==> src/rtl/router_pkg.sv <==
// Shared router definitions for the 3D-torus output VC scheduler.
// Holds the port/VC counts, port index names, per-port allocation state
// and the helpers that carve the VCs of one link into two dateline sets.
package router_pkg;

    localparam int PORT_NUM = 6;
    localparam int VC_NUM   = 4;
    localparam int PTR_W    = 3;
    localparam int VC_W     = $clog2(VC_NUM);
    localparam int VC_HALF  = VC_NUM / 2;

    // Input port indices (bit positions in every PORT_NUM-wide vector)
    localparam int XPOS = 0;
    localparam int YPOS = 1;
    localparam int ZPOS = 2;
    localparam int XNEG = 3;
    localparam int YNEG = 4;
    localparam int ZNEG = 5;

    typedef logic [VC_NUM-1:0] vc_vec_t;

    // Per-port state: UNALLOC when alloc=0, otherwise ALLOC(vc)
    typedef struct packed {
        logic            alloc;
        logic [VC_W-1:0] vc;
    } port_state_t;

    // Set 0 = lower half of the VCs, set 1 = upper half
    function automatic vc_vec_t vcset_mask(input logic set);
        vc_vec_t m;
        for (int v = 0; v < VC_NUM; v++)
            m[v] = set ? (v >= VC_HALF) : (v < VC_HALF);
        return m;
    endfunction

    // Index of the lowest set bit; 0 when the mask is empty
    function automatic logic [VC_W-1:0] lowest_vc(input vc_vec_t m);
        logic [VC_W-1:0] idx;
        idx = '0;
        for (int v = VC_NUM - 1; v >= 0; v--)
            if (m[v]) idx = VC_W'(v);
        return idx;
    endfunction

endpackage

==> src/rtl/out_vc_scheduler_if.sv <==
// Handshake bundle between the input ports / downstream VC status and the
// output VC scheduler.
//   in_valid/in_head/in_tail/in_vcset : per input port flit info
//   vc_idle/vc_full                   : downstream VC status
//   grant  : per port one-hot VC grant (slice i = grant[i])
//   stall  : per port hold request
//   vc_busy: VC owned by a packet
// master = flit/credit side driving requests, slave = scheduler.
interface out_vc_scheduler_if;
    import router_pkg::*;

    logic [PORT_NUM-1:0]             in_valid;
    logic [PORT_NUM-1:0]             in_head;
    logic [PORT_NUM-1:0]             in_tail;
    logic [PORT_NUM-1:0]             in_vcset;
    logic [VC_NUM-1:0]               vc_idle;
    logic [VC_NUM-1:0]               vc_full;
    logic [PORT_NUM-1:0][VC_NUM-1:0] grant;
    logic [PORT_NUM-1:0]             stall;
    logic [VC_NUM-1:0]               vc_busy;

    modport master (
        output in_valid, in_head, in_tail, in_vcset, vc_idle, vc_full,
        input  grant, stall, vc_busy
    );

    modport slave (
        input  in_valid, in_head, in_tail, in_vcset, vc_idle, vc_full,
        output grant, stall, vc_busy
    );

endinterface

==> src/rtl/out_vc_scheduler_rr_arbiter.sv <==
// Round-robin arbiter with an internal pointer.
//   clk, rst : clock, synchronous active-high reset (pointer -> 0)
//   req      : requests (already masked by the caller)
//   upd_en   : allow pointer update when a winner exists
//   gnt_vld  : some request won this cycle
//   gnt_idx  : winner index; pointer moves to gnt_idx+1 (wrapping at N)
module rr_arbiter
    import router_pkg::*;
#(
    parameter int N = PORT_NUM,
    parameter int W = PTR_W
) (
    input  logic         clk,
    input  logic         rst,
    input  logic [N-1:0] req,
    input  logic         upd_en,
    output logic         gnt_vld,
    output logic [W-1:0] gnt_idx
);

    logic [W-1:0] ptr;

    // Scan from the pointer; first request hit wins
    always_comb begin
        int p;
        p       = 0;
        gnt_vld = 1'b0;
        gnt_idx = '0;
        for (int k = 0; k < N; k++) begin
            p = (int'(ptr) + k) % N;
            if (!gnt_vld && req[p]) begin
                gnt_vld = 1'b1;
                gnt_idx = W'(p);
            end
        end
    end

    always_ff @(posedge clk) begin
        if (rst)
            ptr <= '0;
        else if (upd_en && gnt_vld)
            ptr <= (int'(gnt_idx) == N - 1) ? '0 : gnt_idx + 1'b1;
    end

endmodule

==> src/rtl/out_vc_scheduler.sv <==
// Per-output-port VC scheduler. Hands the downstream VCs of one link to
// head flits from the input ports, holds a VC for the whole packet and
// frees it when the tail leaves.
//   clk, rst : clock, synchronous active-high reset
//   bus      : slave side of out_vc_scheduler_if (requests in,
//              grant/stall/vc_busy out)
// Allocation is registered: a head stalls in its request cycle and sees
// its grant the next cycle. One new allocation per cycle, round-robin.
module out_vc_scheduler
    import router_pkg::*;
(
    input  logic               clk,
    input  logic               rst,
    out_vc_scheduler_if.slave  bus
);

    port_state_t [PORT_NUM-1:0]           pst;
    vc_vec_t                              vc_owned;
    vc_vec_t                              vc_free;
    logic        [PORT_NUM-1:0]           req;
    logic        [PORT_NUM-1:0]           rel;
    logic        [PORT_NUM-1:0]           stall;
    logic        [PORT_NUM-1:0][VC_W-1:0] sel_vc;
    logic                                 gnt_vld;
    logic        [PTR_W-1:0]              gnt_idx;
    logic        [VC_W-1:0]               win_vc;

    // A VC freed this cycle is still owned here, so it cannot be
    // re-allocated in its release cycle.
    assign vc_free = ~vc_owned & bus.vc_idle;

    // Only ports that can actually be served enter arbitration, so a
    // requester with no free VC in its set is skipped automatically.
    always_comb begin
        vc_vec_t avail;
        avail  = '0;
        req    = '0;
        sel_vc = '0;
        for (int i = 0; i < PORT_NUM; i++) begin
            avail     = vc_free & vcset_mask(bus.in_vcset[i]);
            req[i]    = bus.in_valid[i] & bus.in_head[i] & ~pst[i].alloc & (|avail);
            sel_vc[i] = lowest_vc(avail);
        end
    end

    rr_arbiter #(.N(PORT_NUM), .W(PTR_W)) u_arb (
        .clk     (clk),
        .rst     (rst),
        .req     (req),
        .upd_en  (1'b1),
        .gnt_vld (gnt_vld),
        .gnt_idx (gnt_idx)
    );

    always_comb begin
        win_vc = '0;
        for (int i = 0; i < PORT_NUM; i++)
            if (gnt_vld && gnt_idx == PTR_W'(i)) win_vc = sel_vc[i];
    end

    always_comb begin
        bus.grant = '0;
        stall     = '0;
        rel       = '0;
        for (int i = 0; i < PORT_NUM; i++) begin
            if (pst[i].alloc && bus.in_valid[i])
                bus.grant[i] = vc_vec_t'(1) << pst[i].vc;
            stall[i] = bus.in_valid[i] & (~pst[i].alloc | bus.vc_full[pst[i].vc]);
            rel[i]   = bus.in_valid[i] & bus.in_tail[i] & pst[i].alloc & ~stall[i];
        end
    end

    assign bus.stall   = stall;
    assign bus.vc_busy = vc_owned;

    // Release and allocation never touch the same VC in one cycle:
    // allocation only picks VCs that are currently free.
    always_ff @(posedge clk) begin
        if (rst) begin
            pst      <= '0;
            vc_owned <= '0;
        end else begin
            for (int i = 0; i < PORT_NUM; i++) begin
                if (rel[i]) begin
                    pst[i].alloc         <= 1'b0;
                    vc_owned[pst[i].vc]  <= 1'b0;
                end
                if (gnt_vld && gnt_idx == PTR_W'(i))
                    pst[i] <= '{alloc: 1'b1, vc: win_vc};
            end
            if (gnt_vld)
                vc_owned[win_vc] <= 1'b1;
        end
    end

endmodule

==> src/flat_wrapper.sv <==
// flat-port wrapper written by rule: the top's interface ports become plain ports
module out_vc_scheduler_flat import router_pkg::*;
  (clk, rst, bus_in_valid, bus_in_head, bus_in_tail, bus_in_vcset, bus_vc_idle, bus_vc_full, bus_grant, bus_stall, bus_vc_busy);
  out_vc_scheduler_if bus_i ();
  input  logic clk;
  input  logic rst;
  input wire logic [$bits(bus_i.in_valid)-1:0] bus_in_valid;
  input wire logic [$bits(bus_i.in_head)-1:0] bus_in_head;
  input wire logic [$bits(bus_i.in_tail)-1:0] bus_in_tail;
  input wire logic [$bits(bus_i.in_vcset)-1:0] bus_in_vcset;
  input wire logic [$bits(bus_i.vc_idle)-1:0] bus_vc_idle;
  input wire logic [$bits(bus_i.vc_full)-1:0] bus_vc_full;
  output wire logic [$bits(bus_i.grant)-1:0] bus_grant;
  output wire logic [$bits(bus_i.stall)-1:0] bus_stall;
  output wire logic [$bits(bus_i.vc_busy)-1:0] bus_vc_busy;
  assign bus_i.in_valid = bus_in_valid;
  assign bus_i.in_head = bus_in_head;
  assign bus_i.in_tail = bus_in_tail;
  assign bus_i.in_vcset = bus_in_vcset;
  assign bus_i.vc_idle = bus_vc_idle;
  assign bus_i.vc_full = bus_vc_full;
  assign bus_grant = bus_i.grant;
  assign bus_stall = bus_i.stall;
  assign bus_vc_busy = bus_i.vc_busy;
  out_vc_scheduler u_core (.clk(clk), .rst(rst), .bus(bus_i));
endmodule
==> config.mk <==
export PLATFORM = sky130hd
export DESIGN_NAME = out_vc_scheduler_flat
export DESIGN_NICKNAME = d
export VERILOG_FILES = /design/src/rtl/router_pkg.sv /design/src/rtl/out_vc_scheduler_if.sv /design/src/rtl/out_vc_scheduler_rr_arbiter.sv /design/src/rtl/out_vc_scheduler.sv /design/src/flat_wrapper.sv
export SDC_FILE = /design/constraint.sdc
export NUM_CORES = 1
export LEC_CHECK = 0
export BUFFER_PORTS_ARGS = -buffer_cell sky130_fd_sc_hd__buf_4
export CAP_MARGIN = 20
export CORE_UTILIZATION = 32
export DETAILED_ROUTE_END_ITERATION = 10
export PLACE_DENSITY = 0.6
export SETUP_SLACK_MARGIN = 0.3
export SYNTH_ARGS = -nofsm -noshare
export SYNTH_HDL_FRONTEND = slang
export SYNTH_SLANG_ARGS = --single-unit
==> constraint.sdc <==
create_clock -name clk -period 14.39 [get_ports clk]
set_input_delay 2.878 -clock clk [delete_from_list [all_inputs] [get_ports clk]]
set_output_delay 2.878 -clock clk [all_outputs]
set_load 0.02 [all_outputs]
## After elaboration in Yosys (flattened, before gate mapping)

Cells that the tools add are included.

- $add $sub $neg: 6
- Div/mod/pow operators: 6
- $lt $le $gt $ge: 20
- Eq/ne operators: 6
- Shift operators: 6
- Muxes and demuxes: 130
- Bitwise operators: 81
- Reduce and logical (&&, ||, !) cells: 42

Operator list:

| kind | number |
|---|---|
| $lt 32x5->1 const B | 6 |
| $mod 32x4->32 const B | 5 |
| $mux 4 | 19 |
| $mux 2 | 30 |
| $and 4x4->4 | 13 |
| $mux 1 | 49 |
| $and 1x1->1 | 42 |
| $mux 3 | 13 |
| $mod 4x4->32 const B | 1 |
| $not 4->4 | 7 |
| $logic_and 1x1->1 | 24 |
| $reduce_or 4->1 | 6 |
| $shl 1x2->4 const A | 6 |
| $lt 2x3->1 const B | 7 |
| $bmux 1 s3 | 6 |
| $demux 1 s2 | 7 |
| $ge 2x1->1 const B | 7 |
| $bmux 1 s2 | 6 |
| $not 1->1 | 12 |
| $reduce_bool 2->1 | 6 |
| $eq 3x3->1 const B | 3 |
| $add 3x2->4 const B | 2 |
| $add 3x3->4 const B | 2 |
| $eq 3x2->1 const B | 2 |
| other kinds (7) | 16 |

- Register bits after elaboration: 25
- Logic and storage cells: 311

## Depth between registers and ports, before layout

Gate-level depths: netlist of run 1.

- Word-level depth: 38
- Gate-level depth with buffers: 22
- Depth with buffers taken out: 20

## Modules after synthesis

Synthesis of run 1 repeated with hierarchy kept, for this count alone.

- Cells, all modules: 424
- Area, all modules: 3057.9 µm²

By module, submodules not included:

| module | instances | cells an instance | area each (µm²) | seq. area each (µm²) |
|---|---|---|---|---|
| out_vc_scheduler | 1 | 275 | 1918.1 | 440.4 |
| rr_arbiter | 1 | 149 | 1139.8 | 60.1 |

## Least setup slack after synthesis of run 1

OpenSTA, ideal clock, no wires.

- Kind: input to output
- Start point: in bus_vc_full[1]
- End point: out bus_stall[0]
- Arrival: 3.637 ns
- Data required time: 11.512 ns
- Slack: 7.875 ns
- Cell stages on the path: 3
- Path buffers: 0
- Cells stage by stage: mux4_2 > inv_1 > a21boi_0

- Word-level cells in the longest chain between the ends: 4

RTL lines:

| item | RTL line | text |
|---|---|---|
| start, declared | flat_wrapper.sv:12 | `input wire logic [$bits(bus_i.vc_full)-1:0] bus_vc_full;` |
| $bmux 1 s2 | out_vc_scheduler.sv:68 | `stall[i] = bus.in_valid[i] & (~pst[i].alloc \| bus.vc_full[pst[i].vc]);` |
| $mux 1 (implied by the code) | out_vc_scheduler.sv:68 |  |
| $or 1x1->1 | out_vc_scheduler.sv:68 |  |
| $and 1x1->1 | out_vc_scheduler.sv:68 |  |
| end, declared | flat_wrapper.sv:14 | `output wire logic [$bits(bus_i.stall)-1:0] bus_stall;` |

No other way between the ends. The select of a mux whose other input is x is not followed.

## Worst setup path after layout of run 1

- Start point: in bus_vc_idle[0]
- End point: reg u_core.vc_owned[1] (netlist: u_core.bus.vc_busy[1])

- Word-level cells in the longest chain between the ends: 37

RTL lines:

| item | RTL line | text |
|---|---|---|
| start, declared | flat_wrapper.sv:11 | `input wire logic [$bits(bus_i.vc_idle)-1:0] bus_vc_idle;` |
| $and 4x4->4 (*) | out_vc_scheduler.sv:30 | `assign vc_free = ~vc_owned & bus.vc_idle;` |
| $and 4x4->4 | out_vc_scheduler.sv:40 | `avail = vc_free & vcset_mask(bus.in_vcset[i]);` |
| $reduce_or 4->1 | out_vc_scheduler.sv:41 | `req[i] = bus.in_valid[i] & bus.in_head[i] & ~pst[i].alloc & (\|avail);` |
| $and 1x1->1 | out_vc_scheduler.sv:41 |  |
| $bmux 1 s3 | out_vc_scheduler_rr_arbiter.sv:31 | `if (!gnt_vld && req[p]) begin` |
| $mux 1 (implied by the code) (2 in series) | out_vc_scheduler_rr_arbiter.sv:31 |  |
| $mux 1 | out_vc_scheduler_rr_arbiter.sv:31 |  |
| $logic_not 1->1 | out_vc_scheduler_rr_arbiter.sv:31 |  |
| [... 15 more ...] | - |  |
| $logic_and 1x1->1 | out_vc_scheduler.sv:58 | `if (gnt_vld && gnt_idx == PTR_W'(i)) win_vc = sel_vc[i];` |
| $mux 2 (6 in series) | out_vc_scheduler.sv:58 |  |
| $lt 2x3->1 (implied by the code) / $ge 2x1->1 (equally long branches) | out_vc_scheduler.sv:92 | `vc_owned[win_vc] <= 1'b1;` |
| $logic_and 1x1->1 (implied by the code) | out_vc_scheduler.sv:92 |  |
| $mux 1 (implied by the code) | out_vc_scheduler.sv:92 |  |
| $demux 1 s2 | - |  |
| $or 4x4->4 (no source line) | - |  |
| $mux 4 (*) | out_vc_scheduler.sv:91 | `if (gnt_vld)` |
| end signal, assigned | out_vc_scheduler.sv:81 | `vc_owned <= '0;` |
| end signal, assigned by index | out_vc_scheduler.sv:86 | `vc_owned[pst[i].vc] <= 1'b0;` |
| end signal, assigned by index | out_vc_scheduler.sv:92 |  |
| end, declared | out_vc_scheduler.sv:18 | `vc_vec_t vc_owned;` |

Every way passes the cells marked *; elsewhere a longest branch is shown, timed or not. The select of a mux whose other input is x is not followed.
A chain may end at the register's enable or synchronous reset.

==> run metrics, run 1 <==
status=finished clean; Clock H-tree levels=1; R2R setup slack=8790 ps; Avg Cell Area, Syn=7.33 sq um; RSZ-0062 raised after global routing=false; Slew @ Worst Pin=810 ps; Switch Pwr=approximately 0.46 mW; Worst Hold Path EP=u_core.pst[11]$_SDFFE_PP0P_; hpwl dp=8.78 mm; routability congestion estimate=0.980; Net Sw Frac=a little over half; R2R cell count=21; Syn Nets=481; MaxCap Viol Count=0; via count=around 3,600; Critical Path Fanout Max=7; 1st-pass router iterations=5; hold path start=u_core.pst[11]$_SDFFE_PP0P_; Hold Path Stages=2; Worst Setup Path Type=in -> reg; worst clock skew=6.52 ps; root buffer cell=clkbuf_8; most common flop cell mapped by yosys=dfxtp_1; Area growth syn-to-layout=20.4%; Power, Total=between 0.8 and 0.9 mW; Tmin final=~7000 ps; post-synthesis cell count=436; Tcrit/Tclk final=48.8%; type of origin of the critical path=input pin; CTS tree=yes; vias in the first global route=3,357; Worst-path clk slew=approximately 90 ps; io pins=68; leading area contributor after synthesis=dfxtp_1; Cell Area, Synth=0.00320 sq mm; pwr dens=approximately 220 mW/mm^2; synth unique cells=83; r2r endpoint=u_core.bus.vc_busy[1]$_SDFF_PP0_; largest net degree at the start of global routing=29; Row Count=36; Final WS setup=roughly 7400 ps; pins over their slew limit=0; Setup TNS=0 ps; final hold vios=0; Max Root-Sink Buffers=2; share of cells above drive strength 1=22.1%; die width=slightly above 100 microns; share of the synthesized area in the top cell type=15.7%; Seq/Total Area, Yosys=between 15 and 20%; ranking of synthesized cells by area=dfxtp_1, nand2_1, nor2_1, mux4_2, ha_1; setup bufs post-CTS=0; Starting Density=32.8%; CP arrival=7180 ps; CTS Sinks=25; Clk Latency, worst-skew pair=260 ps; global-route usage over all layers=21.1%; Post-synth EDFFs=0; Via density=5.71; clock power share=4.9%; VDD IR max=~0.000086 V; # DRC=0; part of the power in registers=between 10% and 20%; Area after DPL=0.00380 sq mm; CP required=14,560 ps; Antenna Cells=0; hold_buf cts=0; Syn. warnings=0; pre-CTS setup slack=7230 ps; initial antenna violation count=0; Power Internal=0.380 mW; Num CTS Buffers=3; cts repair resizes=0; worst hold path class=reg -> reg; first-pass GRT wire length=about 17 mm; Worst Setup End Kind=flop; Yosys reg bits=25; DIE AREA=0.0104 sq mm; Combinational Power Share=79.2%; Final setup viols=0; Post-Route WL=roughly 11 mm; fmax=around 140 MHz; Nets=between 500 and 600; WL per Instance=around 17 microns; grt ovf=0; Iter 0 DRT Violations=144; height of the die=between 100 and 150 microns; cell area after layout=0.00385 sq mm; port bufs=between 60 and 70; P_leak=1.51 nW; reg-to-reg startpoint=u_core.u_arb.ptr[0]$_SDFFE_PP0N_; async set-or-reset flop fraction in the synthesized netlist=0%; Slew HR=44.6%; post-route ant nets=0; core area=0.00973 sq mm
[power groups by stage]
stage	clock network [mW]	registers, mW	logic, mW
6_report	0.0409	0.135	0.667
5_1_grt	0.0459	0.138	0.733
4_1_cts	0.0424	0.134	0.663
3_5_place_dp	0	0.135	0.659
3_3_place_gp	0	0.134	0.656
2_1_floorplan	0	0.122	0.528
[area by class of cell]
type,count,area (sq um)
Tap cell,133,166
Clock buffer,4,45.0
Sequential cell,25,500
Fill cell,1075,5880
Timing Repair Buffer,68,510
Inverter,21,78.8
Multi-Input combinational cell,376,2540
[sequential cells by signal (all words and copies together) (netlist names)]
name,count
u_core.bus.vc_busy,4
u_core.pst,18
u_core.u_arb.ptr,3
[cell usage after synthesis, types with 4 or more instances]
library cell	n
o31ai_1	4
nand4_1	5
and3_1	6
dfxtp_1	25
o21ai_0	23
ha_1	11
nand2b_1	12
nor3_1	20
and2_1	8
nor2b_1	16
a31oi_1	4
nor2_1	54
a2111oi_1	7
inv_2	4
mux4_2	7
clkbuf_1	7
nand2_1	54
nor3b_1	4
mux2i_1	8
a211oi_1	7
or2_1	4
a21oi_1	21
nand3_1	14
inv_1	17
o22ai_1	5
[worst max path at each step]
| stage | startpoint | end | slack, ps | cells past startpoint |
|---|---|---|---|---|
| final | bus_vc_idle[0] | u_core.bus.vc_busy[1]$_SDFF_PP0_ | 7370 | 16 |
| after global routing | bus_vc_idle[3] | u_core.bus.vc_busy[1]$_SDFF_PP0_ | 7060 | 15 |
| after CTS | bus_vc_idle[0] | u_core.bus.vc_busy[1]$_SDFF_PP0_ | 7510 | 16 |
| after detailed placement | bus_vc_idle[0] | u_core.bus.vc_busy[1]$_SDFF_PP0_ | 7230 | 16 |
| after global placement | bus_vc_idle[0] | u_core.bus.vc_busy[1]$_SDFF_PP0_ | 7210 | 16 |
| after floorplan | bus_vc_full[1] | bus_stall[0] | 7880 | 3 |
[stage by stage]
stage	hold WS, ps	std cells	utilization (%)
4_1_cts	551	627	39.5
3_3_place_gp	516	623	39.1
5_1_grt	565	627	39.5
6_report	549	627	39.5
3_5_place_dp	536	623	39.1
2_1_floorplan	479	436	-
[cells in the final DEF (no fill, tap or decap), drive strengths merged, types with 5 or more instances in the layout]
cell / n
nand3: 14
ha: 11
nand4: 5
o21ai: 27
nor2b: 17
a21oi: 23
a211oi: 9
and3: 7
mux2i: 8
a31oi: 5
inv: 21
nand2: 54
nor2: 54
nor3: 21
buf: 68
or2: 5
and2: 8
nand2b: 15
o22ai: 6
dfxtp: 25
mux4: 7
a2111oi: 9
[critical path, stage by stage]
cell       delay, ps
buf_4             80
nand2b_1         150
a2111oi_1        760
o21ai_0          270
a211oi_1         480
nor3_1           170
nand4_1          210
or2_1            180
a21boi_1         350
nor2b_1           90
ha_1             230
nor3_2           210
or4b_1           530
a31oi_4          290
nor3_1            80
a32o_1           230
[per-layer routing]
metal / wire, microns / vias up / share of wire, % / GRT usage, %
li1: - / 1741 / - / -
met1: 4620 / 1700 / 43 / 26.2
met2: 5440 / 121 / 51 / 38.9
met3: 453 / 16 / 4.2 / 1.85
met4: 215 / 0 / 2.0 / 6.04
met5: 0 / - / 0 / 0
[kinds of logic after synthesis]
logic type                 synth area share [%]
and+or+nand+nor                            35.5
adders and majority gates                  4.31
buffers and inverters                      4.70
AOI/OAI and AO/OA                          29.4
DFF                                        15.7
xor gates and xnor gates                   1.61
muxes                                      8.85
(Power assumes the default switching activity.)
==> run 2, diff against run 1 <==
==> constraint.sdc (replaced) <==
create_clock -name clk -period 6.7 [get_ports clk]
set_input_delay 1.34 -clock clk [delete_from_list [all_inputs] [get_ports clk]]
set_output_delay 1.34 -clock clk [all_outputs]
set_load 0.02 [all_outputs]
==> run metrics, run 2 (synthesis gave the netlist of run 1 again) <==
Final setup viols=0; worst hold path class=reg -> reg; Setup TNS=0 ps; fmax=179 MHz; global-route usage over all layers=20.6%; Switch Pwr=approximately 1.0 mW; commonest non-fill, non-tap cell in the layout=buf_4; VDD IR max=0.000208 V; placed cells=about 620; Iter 0 DRT Violations=142; RSZ-0062 raised after global routing=false; core area=roughly 0.0097 sq mm; Starting Density=32.8%; Tcrit/Tclk final=83.4%; routability congestion estimate=roughly 0.93; # DRC=0; 1st-pass router iterations=5; Critical Path Max Stage Delay=570 ps; Slew HR=between 40% and 50%; most frequent cells in the layout=buf_4, nand2_1, nor2_1; most flop-heavy register=u_core.pst; Post-Route WL=10.5 mm; port bufs=67; Worst Setup Path Type=reg -> reg; Via density=roughly 5.6; Antenna Cells=0; status=finished clean; CP arrival=~5800 ps; CTS tree=yes; pins over their slew limit=0; CP required=6880 ps; worst clock skew=around 9 ps; largest net degree at the start of global routing=29; max FFs per register=18; Net Sw Frac=55.2%; CP max stage cell=or4b_4; share of cells above drive strength 1=22.4%; Power Internal=0.816 mW; die width=102 microns; grt ovf=0; Slew @ Worst Pin=between 800 and 900 ps; pwr dens=472 mW/mm^2; Num CTS Buffers=3; P_leak=about 1.5 nW; type of origin of the critical path=flop; Area growth syn-to-layout=20.8%; Row Count=36; via count=around 3,500; Nets=541; root buffer cell=clkbuf_8; first-pass GRT wire length=around 17 mm; Combinational Power Share=79.1%; setup bufs post-CTS=0; CTS Sinks=25; CP Cell Sequence=inv_1, ha_1, a21oi_2, inv_2, ha_1, nand2b_1, nor2_1, a211oi_1, a31oi_1, a2bb2oi_2, nand4_1, or4b_4, o22ai_4, inv_2, ha_1, nor3_2, or4b_1, a31oi_4, nor3_1, a32o_1; Clk Latency, worst-skew pair=approximately 270 ps; post-layout util=39.7%; cts repair resizes=0; Critical Path Fanout Max=10; clock power share=under 10%; io pins=68; post-route ant nets=0; WP buf/inv=3; CP most frequent cell=ha_1; MaxCap Viol Count=0; hold_buf cts=0; Tmin final=~5600 ps; Max Root-Sink Buffers=2; final hold vios=0; Worst-path clk slew=around 100 ps; hpwl dp=8.47 mm; vias in the first global route=3,247; initial antenna violation count=0; WL per Instance=roughly 17 microns; height of the die=102 microns; DIE AREA=just over 0.01 sq mm; part of the power in registers=15.6%; Clock H-tree levels=1; fillers=1,059; fin cells=628; Worst Setup End Kind=flop; Crit path max-delay family=simple AND/OR/NAND/NOR gates
run 2: cell count changes in the layout (fill, tap and decap cells not counted):
cell      before  now
buf_4         68   69
clkbuf_1       1    0
inv_6          0    1
run 2: cell type report:
class	count	area, sq um	share of cell area (%)
Clock inverter	1	8.76	0.227
Inverter	21	78.8	2.04
Multi-Input combinational cell	376	2540	66.0
Timing Repair Buffer	69	518	13.4
Sequential cell	25	500	13.0
Tap cell	133	166	4.31
Clock buffer	3	41.3	1.07
run 2: tightest hold or removal path, stage by stage, from the launching register on:
cell     delay [ps]
dfxtp_1         370
nand2_1          70
a21oi_1          50
run 2: worst paths after layout:
kind              slack (ps)  cells past startpoint                              from                          endpoint
setup reg to reg        1120                     20  u_core.u_arb.ptr[1]$_SDFFE_PP0N_  u_core.bus.vc_busy[1]$_SDFF_PP0_
hold reg to reg          530                      2       u_core.pst[11]$_SDFFE_PP0P_       u_core.pst[11]$_SDFFE_PP0P_
hold / removal           530                      2       u_core.pst[11]$_SDFFE_PP0P_       u_core.pst[11]$_SDFFE_PP0P_
setup / recovery        1120                     20  u_core.u_arb.ptr[1]$_SDFFE_PP0N_  u_core.bus.vc_busy[1]$_SDFF_PP0_
run 2: power groups by stage:
stage	Sequential [mW]	Clock (mW)	Combinational, mW
CTS	0.284	0.0988	1.43
floorplan	0.261	0	1.13
finish	0.285	0.0966	1.44
detailed placement	0.287	0	1.42
global placement	0.286	0	1.41
global route	0.296	0.104	1.57
run 2: layer usage:
metal  GRT usage, %  routed length, microns  up-vias
met1           26.7                    4670     1632
met3           1.50                     438       14
met4           6.70                     182        0
met2           36.2                    5170      114
li1               -                       -     1742
met5              0                       0        -
run 2: through the flow:
step / power [mW] / cell area (sq um) / hold WS (ps) / setup WS, ps
global route: 1.97 / 3860 / 574 / 743
CTS: 1.82 / 3860 / 541 / 1130
finish: 1.82 / 3860 / 535 / 1120
global placement: 1.69 / 3810 / 531 / 1020
detailed placement: 1.71 / 3810 / 528 / 921
floorplan: 1.40 / 3200 / 479 / 1710
